### src/rtl/rob_commit_if.sv
// Issue / CDB / regfile / forwarding bundle between the pipeline and the
// reorder-buffer controller. The ROB takes the slave view; the pipeline side
// (issue stage, CDB, regfile) takes the master view.
interface rob_commit_if #(
    parameter int Q_WIDTH        = 4,
    parameter int REG_ADDR_WIDTH = 5
);
    logic                      issue_valid;
    logic                      issue_has_rd;
    logic [REG_ADDR_WIDTH-1:0] issue_rd;
    logic                      issue_ready;
    logic [Q_WIDTH-1:0]        issue_tag;
    logic                      rd_control;
    logic [REG_ADDR_WIDTH-1:0] rd;
    logic [Q_WIDTH-1:0]        Q_value;
    logic                      wb_valid;
    logic [Q_WIDTH-1:0]        wb_tag;
    logic [31:0]               wb_value;
    logic                      has_commit;
    logic [REG_ADDR_WIDTH-1:0] commit_target;
    logic [Q_WIDTH-1:0]        Commit_Q;
    logic [31:0]               Commit_V;
    logic [Q_WIDTH-1:0]        fwd_q1;
    logic [Q_WIDTH-1:0]        fwd_q2;
    logic                      fwd_rdy1;
    logic                      fwd_rdy2;
    logic [31:0]               fwd_v1;
    logic [31:0]               fwd_v2;

    modport master (
        output issue_valid, issue_has_rd, issue_rd,
        output wb_valid, wb_tag, wb_value,
        output fwd_q1, fwd_q2,
        input  issue_ready, issue_tag, rd_control, rd, Q_value,
        input  has_commit, commit_target, Commit_Q, Commit_V,
        input  fwd_rdy1, fwd_rdy2, fwd_v1, fwd_v2
    );

    modport slave (
        input  issue_valid, issue_has_rd, issue_rd,
        input  wb_valid, wb_tag, wb_value,
        input  fwd_q1, fwd_q2,
        output issue_ready, issue_tag, rd_control, rd, Q_value,
        output has_commit, commit_target, Commit_Q, Commit_V,
        output fwd_rdy1, fwd_rdy2, fwd_v1, fwd_v2
    );
endinterface

### src/rtl/rob_commit_ctrl.sv
// In-order reorder-buffer controller: allocates rename tags at issue, collects
// CDB results, and retires one entry per cycle in program order to the regfile.
// Tag 0 means "no dependency", so entries live in slots 1..2**Q_WIDTH-1 and the
// head/tail pointers wrap from the all-ones tag back to 1.
// Optional feature: define ROB_FWD_EN to enable the combinational operand
// forwarding lookup; without it the fwd_* outputs are tied to zero.
module rob_commit_ctrl #(
    parameter int Q_WIDTH        = 4,
    parameter int REG_ADDR_WIDTH = 5
) (
    input  logic         clk_in,
    input  logic         rst_n_in,
    input  logic         rdy_in,
    input  logic         flush_in,
    rob_commit_if.slave  bus
);
    localparam int                 NUM_SLOTS = 2 ** Q_WIDTH;
    localparam logic [Q_WIDTH-1:0] DEPTH     = '1;
    localparam logic [Q_WIDTH-1:0] ONE       = Q_WIDTH'(1);

    // Slot 0 is never allocated; it stays zero so a zero lookup reads zero.
    logic [NUM_SLOTS-1:0]      busy_q;
    logic [NUM_SLOTS-1:0]      ready_q;
    logic [REG_ADDR_WIDTH-1:0] dest_q  [NUM_SLOTS];
    logic [31:0]               value_q [NUM_SLOTS];

    logic [Q_WIDTH-1:0]        head_q, head_d;
    logic [Q_WIDTH-1:0]        tail_q, tail_d;
    logic [Q_WIDTH-1:0]        count_q, count_d;

    logic                      has_commit_q;
    logic [REG_ADDR_WIDTH-1:0] commit_target_q;
    logic [Q_WIDTH-1:0]        commit_tag_q;
    logic [31:0]               commit_value_q;

    logic issue_ready;
    logic accept;
    logic commit_fire;
    logic flush_eff;
    logic wb_hit;

    function automatic logic [Q_WIDTH-1:0] ptr_inc(input logic [Q_WIDTH-1:0] p);
        return (p == DEPTH) ? ONE : p + ONE;
    endfunction

    assign flush_eff   = flush_in && rdy_in;
    assign issue_ready = (count_q != DEPTH) && !flush_in;
    assign accept      = bus.issue_valid && issue_ready && rdy_in;
    // Flush squashes a commit that would otherwise fire on the same edge.
    assign commit_fire = (count_q != '0) && busy_q[head_q] && ready_q[head_q]
                         && rdy_in && !flush_in;
    assign wb_hit      = bus.wb_valid && (bus.wb_tag != '0) && busy_q[bus.wb_tag];

    // Pointer and occupancy next-state.
    always_comb begin
        head_d  = head_q;
        tail_d  = tail_q;
        count_d = count_q;
        if (flush_eff) begin
            head_d  = ONE;
            tail_d  = ONE;
            count_d = '0;
        end else begin
            if (accept)      tail_d = ptr_inc(tail_q);
            if (commit_fire) head_d = ptr_inc(head_q);
            if (accept && !commit_fire)      count_d = count_q + ONE;
            else if (!accept && commit_fire) count_d = count_q - ONE;
        end
    end

    // Entry storage, pointers and the registered commit port.
    always_ff @(posedge clk_in or negedge rst_n_in) begin
        if (!rst_n_in) begin
            busy_q          <= '0;
            ready_q         <= '0;
            head_q          <= ONE;
            tail_q          <= ONE;
            count_q         <= '0;
            has_commit_q    <= 1'b0;
            commit_target_q <= '0;
            commit_tag_q    <= '0;
            commit_value_q  <= '0;
            for (int i = 0; i < NUM_SLOTS; i++) begin
                dest_q[i]  <= '0;
                value_q[i] <= '0;
            end
        end else if (!rdy_in) begin
            has_commit_q <= 1'b0;
        end else begin
            head_q       <= head_d;
            tail_q       <= tail_d;
            count_q      <= count_d;
            has_commit_q <= commit_fire;
            if (flush_eff) begin
                busy_q  <= '0;
                ready_q <= '0;
            end else begin
                if (wb_hit) begin
                    value_q[bus.wb_tag] <= bus.wb_value;
                    ready_q[bus.wb_tag] <= 1'b1;
                end
                // Placed after writeback so retiring an entry always frees it.
                if (commit_fire) begin
                    commit_target_q <= dest_q[head_q];
                    commit_tag_q    <= head_q;
                    commit_value_q  <= value_q[head_q];
                    busy_q[head_q]  <= 1'b0;
                    ready_q[head_q] <= 1'b0;
                end
                // Tail is never busy when accepting, so this cannot collide
                // with the commit or writeback updates above.
                if (accept) begin
                    busy_q[tail_q]  <= 1'b1;
                    ready_q[tail_q] <= 1'b0;
                    dest_q[tail_q]  <= bus.issue_has_rd ? bus.issue_rd : '0;
                end
            end
        end
    end

    assign bus.issue_ready   = issue_ready;
    assign bus.issue_tag     = tail_q;
    assign bus.rd_control    = accept && bus.issue_has_rd && (bus.issue_rd != '0);
    assign bus.rd            = bus.issue_rd;
    assign bus.Q_value       = tail_q;
    assign bus.has_commit    = has_commit_q;
    assign bus.commit_target = commit_target_q;
    assign bus.Commit_Q      = commit_tag_q;
    assign bus.Commit_V      = commit_value_q;

`ifdef ROB_FWD_EN
    logic cdb_hit1;
    logic cdb_hit2;

    // A result on the CDB this cycle is forwarded ahead of the stored copy.
    assign cdb_hit1 = bus.wb_valid && (bus.wb_tag == bus.fwd_q1)
                      && (bus.fwd_q1 != '0) && busy_q[bus.fwd_q1];
    assign cdb_hit2 = bus.wb_valid && (bus.wb_tag == bus.fwd_q2)
                      && (bus.fwd_q2 != '0) && busy_q[bus.fwd_q2];

    assign bus.fwd_rdy1 = cdb_hit1 || ((bus.fwd_q1 != '0) && busy_q[bus.fwd_q1]
                                       && ready_q[bus.fwd_q1]);
    assign bus.fwd_rdy2 = cdb_hit2 || ((bus.fwd_q2 != '0) && busy_q[bus.fwd_q2]
                                       && ready_q[bus.fwd_q2]);
    assign bus.fwd_v1   = cdb_hit1 ? bus.wb_value : value_q[bus.fwd_q1];
    assign bus.fwd_v2   = cdb_hit2 ? bus.wb_value : value_q[bus.fwd_q2];
`else
    logic unused_fwd;

    assign unused_fwd   = ^{bus.fwd_q1, bus.fwd_q2};
    assign bus.fwd_rdy1 = 1'b0;
    assign bus.fwd_rdy2 = 1'b0;
    assign bus.fwd_v1   = '0;
    assign bus.fwd_v2   = '0;
`endif

endmodule

### src/flat_wrapper.sv
// flat-port wrapper written by rule: the top's interface ports become plain ports
module rob_commit_ctrl_flat 
#(
    parameter int Q_WIDTH        = 4,
    parameter int REG_ADDR_WIDTH = 5
)
  (clk_in, rst_n_in, rdy_in, flush_in, bus_issue_valid, bus_issue_has_rd, bus_issue_rd, bus_wb_valid, bus_wb_tag, bus_wb_value, bus_fwd_q1, bus_fwd_q2, bus_issue_ready, bus_issue_tag, bus_rd_control, bus_rd, bus_Q_value, bus_has_commit, bus_commit_target, bus_Commit_Q, bus_Commit_V, bus_fwd_rdy1, bus_fwd_rdy2, bus_fwd_v1, bus_fwd_v2);
  rob_commit_if #(.Q_WIDTH(Q_WIDTH), .REG_ADDR_WIDTH(REG_ADDR_WIDTH)) bus_i ();
  input  logic clk_in;
  input  logic rst_n_in;
  input  logic rdy_in;
  input  logic flush_in;
  input wire logic [$bits(bus_i.issue_valid)-1:0] bus_issue_valid;
  input wire logic [$bits(bus_i.issue_has_rd)-1:0] bus_issue_has_rd;
  input wire logic [$bits(bus_i.issue_rd)-1:0] bus_issue_rd;
  input wire logic [$bits(bus_i.wb_valid)-1:0] bus_wb_valid;
  input wire logic [$bits(bus_i.wb_tag)-1:0] bus_wb_tag;
  input wire logic [$bits(bus_i.wb_value)-1:0] bus_wb_value;
  input wire logic [$bits(bus_i.fwd_q1)-1:0] bus_fwd_q1;
  input wire logic [$bits(bus_i.fwd_q2)-1:0] bus_fwd_q2;
  output wire logic [$bits(bus_i.issue_ready)-1:0] bus_issue_ready;
  output wire logic [$bits(bus_i.issue_tag)-1:0] bus_issue_tag;
  output wire logic [$bits(bus_i.rd_control)-1:0] bus_rd_control;
  output wire logic [$bits(bus_i.rd)-1:0] bus_rd;
  output wire logic [$bits(bus_i.Q_value)-1:0] bus_Q_value;
  output wire logic [$bits(bus_i.has_commit)-1:0] bus_has_commit;
  output wire logic [$bits(bus_i.commit_target)-1:0] bus_commit_target;
  output wire logic [$bits(bus_i.Commit_Q)-1:0] bus_Commit_Q;
  output wire logic [$bits(bus_i.Commit_V)-1:0] bus_Commit_V;
  output wire logic [$bits(bus_i.fwd_rdy1)-1:0] bus_fwd_rdy1;
  output wire logic [$bits(bus_i.fwd_rdy2)-1:0] bus_fwd_rdy2;
  output wire logic [$bits(bus_i.fwd_v1)-1:0] bus_fwd_v1;
  output wire logic [$bits(bus_i.fwd_v2)-1:0] bus_fwd_v2;
  assign bus_i.issue_valid = bus_issue_valid;
  assign bus_i.issue_has_rd = bus_issue_has_rd;
  assign bus_i.issue_rd = bus_issue_rd;
  assign bus_i.wb_valid = bus_wb_valid;
  assign bus_i.wb_tag = bus_wb_tag;
  assign bus_i.wb_value = bus_wb_value;
  assign bus_i.fwd_q1 = bus_fwd_q1;
  assign bus_i.fwd_q2 = bus_fwd_q2;
  assign bus_issue_ready = bus_i.issue_ready;
  assign bus_issue_tag = bus_i.issue_tag;
  assign bus_rd_control = bus_i.rd_control;
  assign bus_rd = bus_i.rd;
  assign bus_Q_value = bus_i.Q_value;
  assign bus_has_commit = bus_i.has_commit;
  assign bus_commit_target = bus_i.commit_target;
  assign bus_Commit_Q = bus_i.Commit_Q;
  assign bus_Commit_V = bus_i.Commit_V;
  assign bus_fwd_rdy1 = bus_i.fwd_rdy1;
  assign bus_fwd_rdy2 = bus_i.fwd_rdy2;
  assign bus_fwd_v1 = bus_i.fwd_v1;
  assign bus_fwd_v2 = bus_i.fwd_v2;
  rob_commit_ctrl #(.Q_WIDTH(Q_WIDTH), .REG_ADDR_WIDTH(REG_ADDR_WIDTH)) u_core (.clk_in(clk_in), .rst_n_in(rst_n_in), .rdy_in(rdy_in), .flush_in(flush_in), .bus(bus_i));
endmodule
### config.mk
export PLATFORM = sky130hd
export DESIGN_NAME = rob_commit_ctrl_flat
export DESIGN_NICKNAME = d
export VERILOG_FILES = /design/src/rtl/rob_commit_if.sv /design/src/rtl/rob_commit_ctrl.sv /design/src/flat_wrapper.sv
export SDC_FILE = /design/constraint.sdc
export NUM_CORES = 1
export LEC_CHECK = 0
export ABC_CLOCK_PERIOD_IN_PS = 4500
export BUFFER_PORTS_ARGS = -buffer_cell sky130_fd_sc_hd__buf_4
export CORE_ASPECT_RATIO = 1.2
export CORE_MARGIN = 2
export CORE_UTILIZATION = 45
export DETAILED_ROUTE_END_ITERATION = 12
export SETUP_SLACK_MARGIN = 0.05
export SLEW_MARGIN = 10
export SYNTH_ARGS = -nofsm -noshare
export SYNTH_HDL_FRONTEND = slang
export SYNTH_SLANG_ARGS = --single-unit
### constraint.sdc
create_clock -name clk_in -period 4.5 [get_ports clk_in]
set_input_delay 1.35 -clock clk_in [delete_from_list [all_inputs] [get_ports clk_in]]
set_output_delay 1.35 -clock clk_in [all_outputs]
set_load 0.01 [all_outputs]
Yosys cells after proc, flatten, opt, wreduce, memory -nomap -nowiden
Index checks and enable logic that the tools add are counted.
Widths: inputs -> output; s select.

storage, ports and cells
  register bits after elaboration = 678
  bits of input ports = 56
  output and inout bits = 123
  word-level logic and storage cells = 152

operators by class
  $add $sub $neg = 4
  magnitude comparators = 11
  equal/unequal tests = 3
  mux-type cells = 48
  bitwise gates (word level) = 11
  reduce and logical (&&, ||, !) cells = 34

operator list
  kind                 count
  $bwmux 512           1
  $mux 16              13
  $bmux 32 s4          1
  $demux 32 s4         1
  $mux 32              3
  $bwmux 80            1
  $and 16x16->16       3
  $mux 4               9
  $not 16->16          2
  $or 16x16->16        2
  $bmux 5 s4           1
  $demux 5 s4          1
  $mux 5               4
  $logic_and 1x1->1    19
  $ge 5x5->1 const B   3
  $lt 4x5->1 const B   3
  $not 4->5            3
  $add 4x1->4 const B  3
  $bmux 1 s4           3
  $demux 1 s4          3
  $ge 4x1->1 const B   3
  $lt 5x1->1 const B   2
  $reduce_and 3->1     3
  $eq 4x4->1 const B   2
  other kinds (10)     22

Depth between registers and ports, before layout
  depth in word-level cells = 15
  depth in mapped cells = 18
  depth with buffers taken out = 14

Worst setup path before layout
Ideal clock, no wire load.

  path kind = input-to-reg
  start = input port rdy_in
  end = register u_core.count_q[3]
  library setup time = 129 ps
  arrival = 3985 ps
  required time = 4371 ps
  setup slack = 386 ps
  cell stages on the path = 17
  path buffers = 3
  cells stage by stage = clkbuf_1 o41ai_1 a31oi_1 o2111a_1 and3_1 buf_6 buf_2 inv_1 ha_1 inv_1 ha_1 a21o_1 a21oi_1 xnor2_1 nor2_1 mux2i_1 o2bb2ai_1

on the way
  cells in the longest elaborated chain, start to end = 6
  elaborated cells between the ends (all ways) = 12
  classes of those cells = mux: 2; reduce/logical: 10

ends and longest elaborated chain
  element                                                              line                   text
  from (decl)                                                          flat_wrapper.sv:11     input logic rdy_in;
  $logic_and 1x1->1 (2 in series)                                      rob_commit_ctrl.sv:51  && rdy_in && !flush_in;
  $logic_not 1->1                                                      rob_commit_ctrl.sv:66  if (accept && !commit_fire) count_d = count_q + ONE;
  $logic_and 1x1->1                                                    rob_commit_ctrl.sv:66
  $reduce_bool 3->1 (no source line) / $mux 4 (equally long branches)  -
  $reduce_and 2->1 (no source line) / $mux 4 (equally long branches)   -
  to (signal assigned)                                                 rob_commit_ctrl.sv:92  count_q <= count_d;
  to (decl)                                                            rob_commit_ctrl.sv:29  logic [Q_WIDTH-1:0] count_q, count_d;

Several ways; a longest one is shown, not always the timed one.
A chain may end at the register's enable or synchronous reset.

Worst setup path after layout
  start = register u_core.head_q[0]
  end = register u_core.count_q[3]

on the way
  cells in the longest elaborated chain, start to end = 10
  elaborated cells between the ends (all ways) = 15
  classes of those cells = mux: 6; reduce/logical: 9

ends and longest elaborated chain
  element                                                              line                   text
  from (decl)                                                          rob_commit_ctrl.sv:27  logic [Q_WIDTH-1:0] head_q, head_d;
  from (signal assigned)                                               rob_commit_ctrl.sv:76  head_q <= ONE;
  from (signal assigned)                                               rob_commit_ctrl.sv:90  head_q <= head_d;
  $bmux 1 s4                                                           rob_commit_ctrl.sv:50  assign commit_fire = (count_q != '0) && busy_q[head_q] && ready_q[head_q]
  $mux 1 (implied by the code)                                         rob_commit_ctrl.sv:50
  $logic_and 1x1->1                                                    rob_commit_ctrl.sv:50
  $logic_and 1x1->1 *                                                  rob_commit_ctrl.sv:50
  $logic_and 1x1->1 * (2 in series)                                    rob_commit_ctrl.sv:51
  $logic_not 1->1                                                      rob_commit_ctrl.sv:66
  $logic_and 1x1->1                                                    rob_commit_ctrl.sv:66
  $reduce_bool 3->1 (no source line) / $mux 4 (equally long branches)  -
  $reduce_and 2->1 (no source line) / $mux 4 (equally long branches)   -

Every way passes the cells marked *; elsewhere a longest branch is shown, timed or not. The select of a mux whose other input is x is not followed.

==> impl_metrics.csv <==
group,metric,value,unit
status,status,"finished clean",
place,place_area,32770,um^2
worst_setup_path,required,4.98,ns
synthesis,postSynthAreaPerCell,15.08,um^2
clock_tree,cts_resized,0,
power_and_ir_drop,worst_ir_drop_vdd,0.2324,mV
power_and_ir_drop,p_leak,17.10,nW
synthesis,synth_edf_count,0,
clock_tree,cts_tree,"yes",
place,hpwl,43870,um
clock_tree,post-cts-setup-buffer-count,0,
finish,syn2layout_area_growth,13.12,%
sta,rsz0062_at_grt,"no",
synthesis,synth_area,31110,um^2
run,max_cap_viol_count,0,
worst_hold_path,holdPathEnd,"u_core.value_q[511]",
clock_tree,h-tree-depth,3,
synthesis,synth_ff_type,"dfrtp_1",
worst_setup_path,reg2reg_slack,0.66,ns
route,viasPerCell,5.693,
synthesis,synth_seq_cells,678,
route,dr.pass1.iters,5,
synthesis,yosysWarnings,0,
sta,fin_skew,0.02161,ns
clock_tree,clock_sinks,678,
clock_tree,numCtsBuffers,71,
synthesis,yosysUniqueCellTypes,59,
sta,fmax,260.5,MHz
worst_hold_path,hp-class,"flop to flop",
sta,timing.slew.headroom,32.01,%
worst_setup_path,r2r_start,"u_core.head_q[0]",
finish,fin_cells,3085,
route,avgRoutedWirePerCell,23.93,um
power_and_ir_drop,p_total,0.01299,W
route,vias,17560,
finish,drive_gt1_share,49.93,%
place,placed_cells,2953,
global_routing,antenna_found_initial,4,
finish,postLayoutCellArea,35200,um^2
route,wl,73830,um
die,die_w,244.0,um
synthesis,async_reset_ff_share,100.0,%
sta,setup_violations,0,
worst_hold_path,hold_depth,0,
sta,hold_viol_final,0,
global_routing,grt_pass1_wl,115600,um
clock_tree,cts_root_buf,"clkbuf_16",
place,place_ws,0.5158,ns
finish,nets,2185,
worst_setup_path,critPathCaptureType,"flop",
global_routing,grt_usage,21.31,%
place,port_buffers,104,
global_routing,grt_pass1_vias,18790,
sta,final.setup.worst_slack,0.6612,ns
worst_setup_path,critical_path_class,"flop to flop",
worst_setup_path,worstPathArrival,4.32,ns
clock_tree,clockBufferDepth,3,
worst_setup_path,critPathMaxFanout,22,
power_and_ir_drop,powerDensity,369.0,nW/um^2
worst_hold_path,hp-start,"u_core.value_q[511]",
worst_setup_path,cp-start-kind,"flop",
clock_tree,hold_buffers,0,
die,num_rows,105,
sta,drv_slew,0,
finish,layout_common_cells,"dfrtp_1, mux2_2, mux4_2",
die,fp.dieH,292.1,um
die,pin_count,179,
global_routing,grt_start_max_net_pins,110,
sta,period_share,85.31,%
route,drc_errors,0,
sta,worst_pin_slew,1.020,ns
die,core_area,68450,um^2
global_routing,overflow,0,
synthesis,yosysSeqAreaShare,54.54,%
sta,setup_tns,0,ns
die,initial_core_util,45.46,%
worst_setup_path,r2r_cells,14,
sta,layout_min_cycle_time,3.839,ns
clock_tree,path_clk_slew,0.06,ns
synthesis,synth_cells,2064,
place,gp_congestion,0.8720,
route,ant_nets,0,
route,drtIter0Drc,1074,
clock_tree,clock_latency,0.61,ns
worst_setup_path,r2r-end,"u_core.count_q[3]",
die,die_area,71270,um^2
finish,layout_commonest_cell,"dfrtp_1",
## cells by family (layout without fill, tap and decap cells)
| group | count (synthesis) | in the layout | synth area share [%] |
|---|---|---|---|
| xor+xnor | 6 | 6 | 0.1689 |
| compound gates | 122 | 122 | 2.509 |
| mux | 765 | 765 | 34.76 |
| simple gates | 200 | 200 | 2.972 |
| buf+inv | 280 | 324 | 4.532 |
| other cells | 1 | 69 | 0.01205 |
| flops | 678 | 678 | 54.54 |
| fa+ha+maj | 12 | 12 | 0.5067 |
## cell type report
type | instances | area [um^2]
Multi-Input combinational cell | 1171 | 13040
Clock buffer | 104 | 2186
Inverter | 19 | 72.57
Sequential cell | 678 | 16980
Antenna cell | 3 | 7.507
Tap cell | 909 | 1137
Clock inverter | 25 | 235.2
Fill cell | 5740 | 33250
Timing Repair Buffer | 176 | 1541
## critical path: stages (launching register included)
cell and delay (ns):
dfstp_4 0.87, mux4_2 0.57, mux2_2 0.31, o2111a_1 0.31, and3_4 0.21, inv_1 0.06
ha_1 0.21, inv_1 0.08, ha_1 0.27, a21o_1 0.17, a21oi_1 0.16, xnor2_1 0.08
nor2_1 0.12, mux2i_1 0.19, o2bb2ai_1 0.08
## how the worst max path moves through the flow
stage / slack (ns) / from / depth (start not counted) / end
after floorplan: 0.39 / rdy_in / 17 / u_core.count_q[3]
after global placement: 0.54 / rdy_in / 15 / u_core.count_q[3]
after detailed placement: 0.52 / rdy_in / 15 / u_core.count_q[3]
after CTS: 0.64 / u_core.head_q[0] / 14 / u_core.count_q[3]
after global routing: 0.51 / u_core.head_q[0] / 14 / u_core.count_q[3]
final: 0.66 / u_core.head_q[0] / 14 / u_core.count_q[3]
## state kept, by name (all words and copies together), names as in the netlist, 5 cells and up
| name | count |
|---|---|
| u_core.value_q | 512 |
| u_core.ready_q | 16 |
| u_core.bus.commit_target | 5 |
| u_core.busy_q | 16 |
| u_core.dest_q | 80 |
| u_core.bus.Commit_V | 32 |
## stage by stage
step                util (%)  hold WS, ns
floorplan                  -       0.4246
global placement       47.88       0.3604
detailed placement     47.88       0.3635
CTS                    51.41       0.3758
global route           51.42       0.3837
finish                 51.42       0.3714
## power breakdown
part	switching, W	leakage (nW)	internal [W]
registers	0.0000858	9.43	0.00623
logic	0.000385	6.46	0.000286
clock network	0.00244	1.21	0.00355
## cells in the mapped netlist, drive strengths merged (5+ instances only)
cell	instances	share of area, %
a21o	5	0.12
ha	11	0.44
mux4	196	14
a21oi	11	0.18
nor2	32	0.39
mux2	565	20
a31oi	9	0.18
inv	18	0.22
and2	12	0.24
dfrtp	676	54
nand4	6	0.12
o21ai	58	0.93
nor3	13	0.21
buf	148	2.9
nand2b	6	0.12
and3	8	0.16
nand2	84	1.0
clkbuf	113	1.4
nand3	22	0.35
## metal layers
layer	track usage, %	wire length, um	vias up
met5	0	29	-
met4	6.707	1702	4
met3	2.886	3092	103
met2	34.83	36260	430
met1	29.71	32750	9437
li1	-	-	7590
Note: power is estimated with default switching activity, not from simulation.
